--- src/rtl/baud_controller_param.sv ---
// Baud-rate tick generator: oversampled, 1x and mid-bit strobes from one system clock.
// Define BAUD_FRAC_EN to replace the integer divider with a fractional phase accumulator.
module baud_controller_param #(
  parameter int CLK_FREQ   = 50_000_000,
  parameter int OVERSAMPLE = 16,
  parameter int DIV_W      = 16,
  parameter int ACC_W      = 32
) (
  input  logic       clk,
  input  logic       reset,
  input  logic       en,
  input  logic [2:0] baud_select,
  input  logic       sync,
  output logic       sample_ENABLE,
  output logic       tx_ENABLE,
  output logic       mid_ENABLE
);

  localparam int SAMP_W = $clog2(OVERSAMPLE);

  function automatic int unsigned baud_of(input int unsigned sel);
    case (sel)
      0:       return 300;
      1:       return 1200;
      2:       return 4800;
      3:       return 9600;
      4:       return 19200;
      5:       return 38400;
      6:       return 57600;
      default: return 115200;
    endcase
  endfunction

  logic [2:0]        sel_q;
  logic              primed;
  logic              clear;
  logic              tick;
  logic [SAMP_W-1:0] samp_cnt;

  // Counters are already zero out of reset, so the first copy load is not a rate change.
  assign clear = sync | (primed & (baud_select != sel_q));

`ifdef BAUD_FRAC_EN
  function automatic logic [ACC_W-1:0] inc_of(input int unsigned sel);
    return ACC_W'(baud_of(sel) * OVERSAMPLE);
  endfunction

  localparam logic [ACC_W-1:0] INC_TAB [8] = '{inc_of(0), inc_of(1), inc_of(2), inc_of(3),
                                               inc_of(4), inc_of(5), inc_of(6), inc_of(7)};
  localparam logic [ACC_W-1:0] FREQ = ACC_W'(CLK_FREQ);

  logic [ACC_W-1:0] acc;
  logic [ACC_W-1:0] acc_sum;

  assign acc_sum = acc + INC_TAB[sel_q];
  assign tick    = en & ~clear & (acc_sum >= FREQ);

  always_ff @(posedge clk or posedge reset) begin
    if (reset)      acc <= '0;
    else if (clear) acc <= '0;
    else if (en)    acc <= tick ? acc_sum - FREQ : acc_sum;
  end
`else
  // Table holds DIV-1 so the wrap compare needs no subtractor.
  function automatic logic [DIV_W-1:0] div_max_of(input int unsigned sel);
    logic [ACC_W-1:0] step;
    logic [ACC_W-1:0] num;
    step = ACC_W'(baud_of(sel) * OVERSAMPLE);
    num  = ACC_W'(CLK_FREQ) + (step >> 1);
    return DIV_W'(num / step - 1);
  endfunction

  localparam logic [DIV_W-1:0] DIV_MAX [8] = '{div_max_of(0), div_max_of(1), div_max_of(2),
                                               div_max_of(3), div_max_of(4), div_max_of(5),
                                               div_max_of(6), div_max_of(7)};

  logic [DIV_W-1:0] div_cnt;

  assign tick = en & ~clear & (div_cnt == DIV_MAX[sel_q]);

  always_ff @(posedge clk or posedge reset) begin
    if (reset)      div_cnt <= '0;
    else if (clear) div_cnt <= '0;
    else if (en)    div_cnt <= tick ? '0 : div_cnt + DIV_W'(1);
  end
`endif

  always_ff @(posedge clk or posedge reset) begin
    if (reset) begin
      sel_q         <= '0;
      primed        <= 1'b0;
      samp_cnt      <= '0;
      sample_ENABLE <= 1'b0;
      tx_ENABLE     <= 1'b0;
      mid_ENABLE    <= 1'b0;
    end else begin
      sel_q         <= baud_select;
      primed        <= 1'b1;
      sample_ENABLE <= tick;
      tx_ENABLE     <= tick && (samp_cnt == SAMP_W'(OVERSAMPLE - 1));
      mid_ENABLE    <= tick && (samp_cnt == SAMP_W'(OVERSAMPLE / 2 - 1));
      if (clear)     samp_cnt <= '0;
      else if (tick) samp_cnt <= samp_cnt + SAMP_W'(1);
    end
  end

endmodule

--- config.mk ---
export PLATFORM = sky130hd
export DESIGN_NAME = baud_controller_param
export DESIGN_NICKNAME = d
export VERILOG_FILES = /design/src/rtl/baud_controller_param.sv
export SDC_FILE = /design/constraint.sdc
export NUM_CORES = 1
export LEC_CHECK = 0
export CAP_MARGIN = 20
export CORE_MARGIN = 2
export CORE_UTILIZATION = 58
export CTS_CLUSTER_SIZE = 20
export DETAILED_ROUTE_END_ITERATION = 8
export PLACE_DENSITY = 0.84
export REMOVE_ABC_BUFFERS = 1
export SLEW_MARGIN = 20
export SYNTH_ARGS = -nofsm -noshare
export SYNTH_HDL_FRONTEND = slang
export SYNTH_SLANG_ARGS = --single-unit
export TNS_END_PERCENT = 10
--- constraint.sdc ---
create_clock -name clk -period 2.8 [get_ports clk]
set_input_delay 0.28 -clock clk [delete_from_list [all_inputs] [get_ports clk]]
set_output_delay 0.28 -clock clk [all_outputs]
set_load 0.01 [all_outputs]
==> qor.yml <==
cts:
  cts_inserted_buffers: 3
  h-tree-depth: 1
  post_cts_buffers: 0
  clockBufferDepth: 2
  clk_transition_reported_paths_ns: 0.14
  cts_sinks: 27
  clock_latency_ns: 0.32
  cts-root-buf: "clkbuf_4"
  cts_tree: "built"
route:
  ant_nets: 0
  drcViolationCount: 0
  via_per_inst: 6.02
  vias: 1343
  avgRoutedWirePerCell_um: 15.9
  finalWirelength_um: 3550
  first_iter_violations: 100
  firstDrtPassIters: 4
timing:
  fin_crit_ns: 2.65
  worst_pin_slew_ns: 0.550
  relSlewSlack_pct: 63.3
  setup_viol: 0
  fin_crit_sh_pct: 94.6
  finalHoldViolCount: 0
  fmax_mhz: 378
  fin_ws_ns: 0.152
  grt_setup_unrepaired: "no"
  whs_ns: 0.306
  finalMaxSlewViolations: 0
  finClkSkew_ns: 0.00265
die:
  start_util_pct: 60.6
  ios: 10
  die_h_um: 57.5
  num_rows: 19
  dieArea_mm2: 0.00330
  core_mm2: 0.00273
  dieWidth_um: 57.5
layout:
  final_layout_size_suffix_gt1_share_pct: 9.90
  antenna-diode-count: 0
  nets: 207
  area_growth_pct: 10.9
  final_cell_area_mm2: 0.00184
placed_design:
  place_hpwl_um: 2650
  portBuffers: 9
  placed_area_mm2: 0.00180
  dp_slack_ns: -0.116
  gp_congestion: 0.858
worst_setup_path:
  end_kind: "flop"
  r2r-end: "samp_cnt[2]"
  critPathMaxFanout: 5
  critPathArrivalTime_ns: 2.91
  cp_cell_sequence: "or4b_1 > a211oi_2 > nand4_1 > or4_4 > or4_1 > a21oi_1"
  crit_start: "div_cnt[10]"
  cp-start-kind: "flop"
  path_class: "reg2reg"
  required_ns: 3.06
  path_buf_inv: 0
  cp_num_cells: 6
  slowest_stage: "or4_4"
  cp_top_family: "simple AND/OR/NAND/NOR gates"
  cpPeakStageDelay_ns: 0.59
  reg2reg_depth: 6
  r2r-start: "div_cnt[10]"
  rrSetupSlack_ns: 0.15
run:
  drv_cap: 0
synthesis:
  syn_area_mm2: 0.00166
  ys_seq_elements: 27
  yosys_most_used_dff: "dfrtp_1"
  ys.warnings.count: 0
  syn_avg_cell_area_um2: 9.16
  synth-edff-count: 0
  syn_inst: 181
  synthArstFlopShare_pct: 100
  seq_area_frac_synth_pct: 40.8
  synth_cell_types: 45
global_routing:
  grt_pass1_vias: 1364
  grt_usage_pct: 23.2
  antenna_found_initial: 0
  grt_pass1_wl_um: 5950
  overflow: 0
  grt_max_degree: 28
power_and_ir_drop:
  powerDensity_mw_per_mm2: 361
  vdd_drop_max_mv: 0.399
  leakage_nw: 0.782
hold_path:
  min_path_type: "in2async"
run_status:
  status: "complete, no violations"
## cell usage after synthesis (2+ instances only)
master	number	area share (%)
nor3_1	2	0.60
nand3_1	11	3.3
nor4_1	3	1.1
ha_1	7	5.3
mux2i_1	3	1.8
o21a_1	2	0.91
nor2_1	21	4.8
dfrtp_1	27	41
xor2_1	10	5.3
o21ai_0	5	1.5
a221o_1	2	1.2
and2_1	4	1.5
or4_1	2	0.91
a21oi_1	5	1.5
nor2b_1	4	1.5
nand2b_1	4	1.5
xnor2_1	11	5.8
inv_1	10	2.3
nand4_1	8	3.0
and3_1	4	1.5
clkbuf_1	6	1.4
nand2_1	7	1.6
## final cells by class
cell class | instances | area, um2
fillers | 209 | 895
repair buffers | 16 | 143
clock buffers | 3 | 22.5
flip-flops and latches | 27 | 677
well taps | 31 | 38.8
clock inverters | 1 | 5.00
multi-input cells | 135 | 916
inverters | 10 | 37.5
## registers in the layout (all words and copies together), names as in the netlist
| signal | flops |
|---|---|
| tx_ENABLE | 1 |
| sel_q | 3 |
| sample_ENABLE | 1 |
| samp_cnt | 4 |
| div_cnt | 16 |
| primed | 1 |
| mid_ENABLE | 1 |
## stage by stage
stage / std cells / util, % / total power [mW] / TNS [ns]
global placement: 219 / 65.9 / 0.498 / -0.0996
floorplan: 172 / - / 0.468 / 0
CTS: 223 / 66.9 / 0.670 / 0
finish: 223 / 67.3 / 0.663 / 0
global route: 223 / 67.3 / 0.697 / 0
detailed placement: 219 / 65.9 / 0.504 / -0.447
## report_power, final
part / internal (mW) / switching (mW)
registers: 0.394 / 0.00881
logic: 0.0414 / 0.0548
clock network: 0.0536 / 0.110
## cell usage in the layout, fill, tap and decap left out, types with 2 or more instances in the layout
master           netlist  final
o21ai_0                5      5
a221o_1                2      2
nor2_1                21     21
nand2b_1               4      4
nor2b_1                4      4
dfrtp_1               27     26
nor3_1                 2      2
xnor2_1               11     11
mux2i_1                3      3
xor2_1                10     10
clkbuf_4               0      3
buf_4                  1      7
nand3_1               11     11
and3_1                 4      4
clkdlybuf4s50_1        0      9
and2_1                 4      4
a21oi_1                5      5
nand4_1                8      8
ha_1                   7      7
o21a_1                 2      2
inv_1                 10      9
nor4_1                 3      3
nand2_1                7      7
## layer usage
metal / vias to the layer above / share of wire (%) / global-route usage [%]
li1: 653 / - / -
met1: 656 / 44 / 27.5
met2: 29 / 51 / 42.4
met3: 5 / 3.5 / 4.99
met4: 0 / 1.1 / 5.98
met5: - / 0 / 0
## worst reg2reg max path, cell delays in order, from the launching register on
cell and delay [ns]:
dfrtp_1 0.43, or4b_1 0.55, a211oi_2 0.23, nand4_1 0.15
or4_4 0.59, or4_1 0.48, a21oi_1 0.15
## what timing repair did
item | 4_1_cts | 5_1_grt
setup endpoints to repair | 3 | 20
hold buffers | 0 | 0
resized for setup | 1 | 3
## worst max path at each step
stage	to	slack, ns
3_3_place_gp	samp_cnt[2]	-0.07
6_report	samp_cnt[2]	0.15
4_1_cts	tx_ENABLE	0.09
2_1_floorplan	div_cnt[0]	0.06
3_5_place_dp	samp_cnt[2]	-0.12
5_1_grt	mid_ENABLE	0.01
## kinds of logic after synthesis
logic type / after synthesis / synth area share, %
AND/OR/NAND/NOR: 76 / 24.2
AO/OA/AOI/OAI: 27 / 12.0
flip-flops: 27 / 40.8
XOR/XNOR: 21 / 11.1
buffers and inverters: 19 / 4.60
adder cells (fa/ha/maj): 7 / 5.28
multiplexers: 3 / 1.81
other: 1 / 0.226
(Power assumes the default switching activity.)
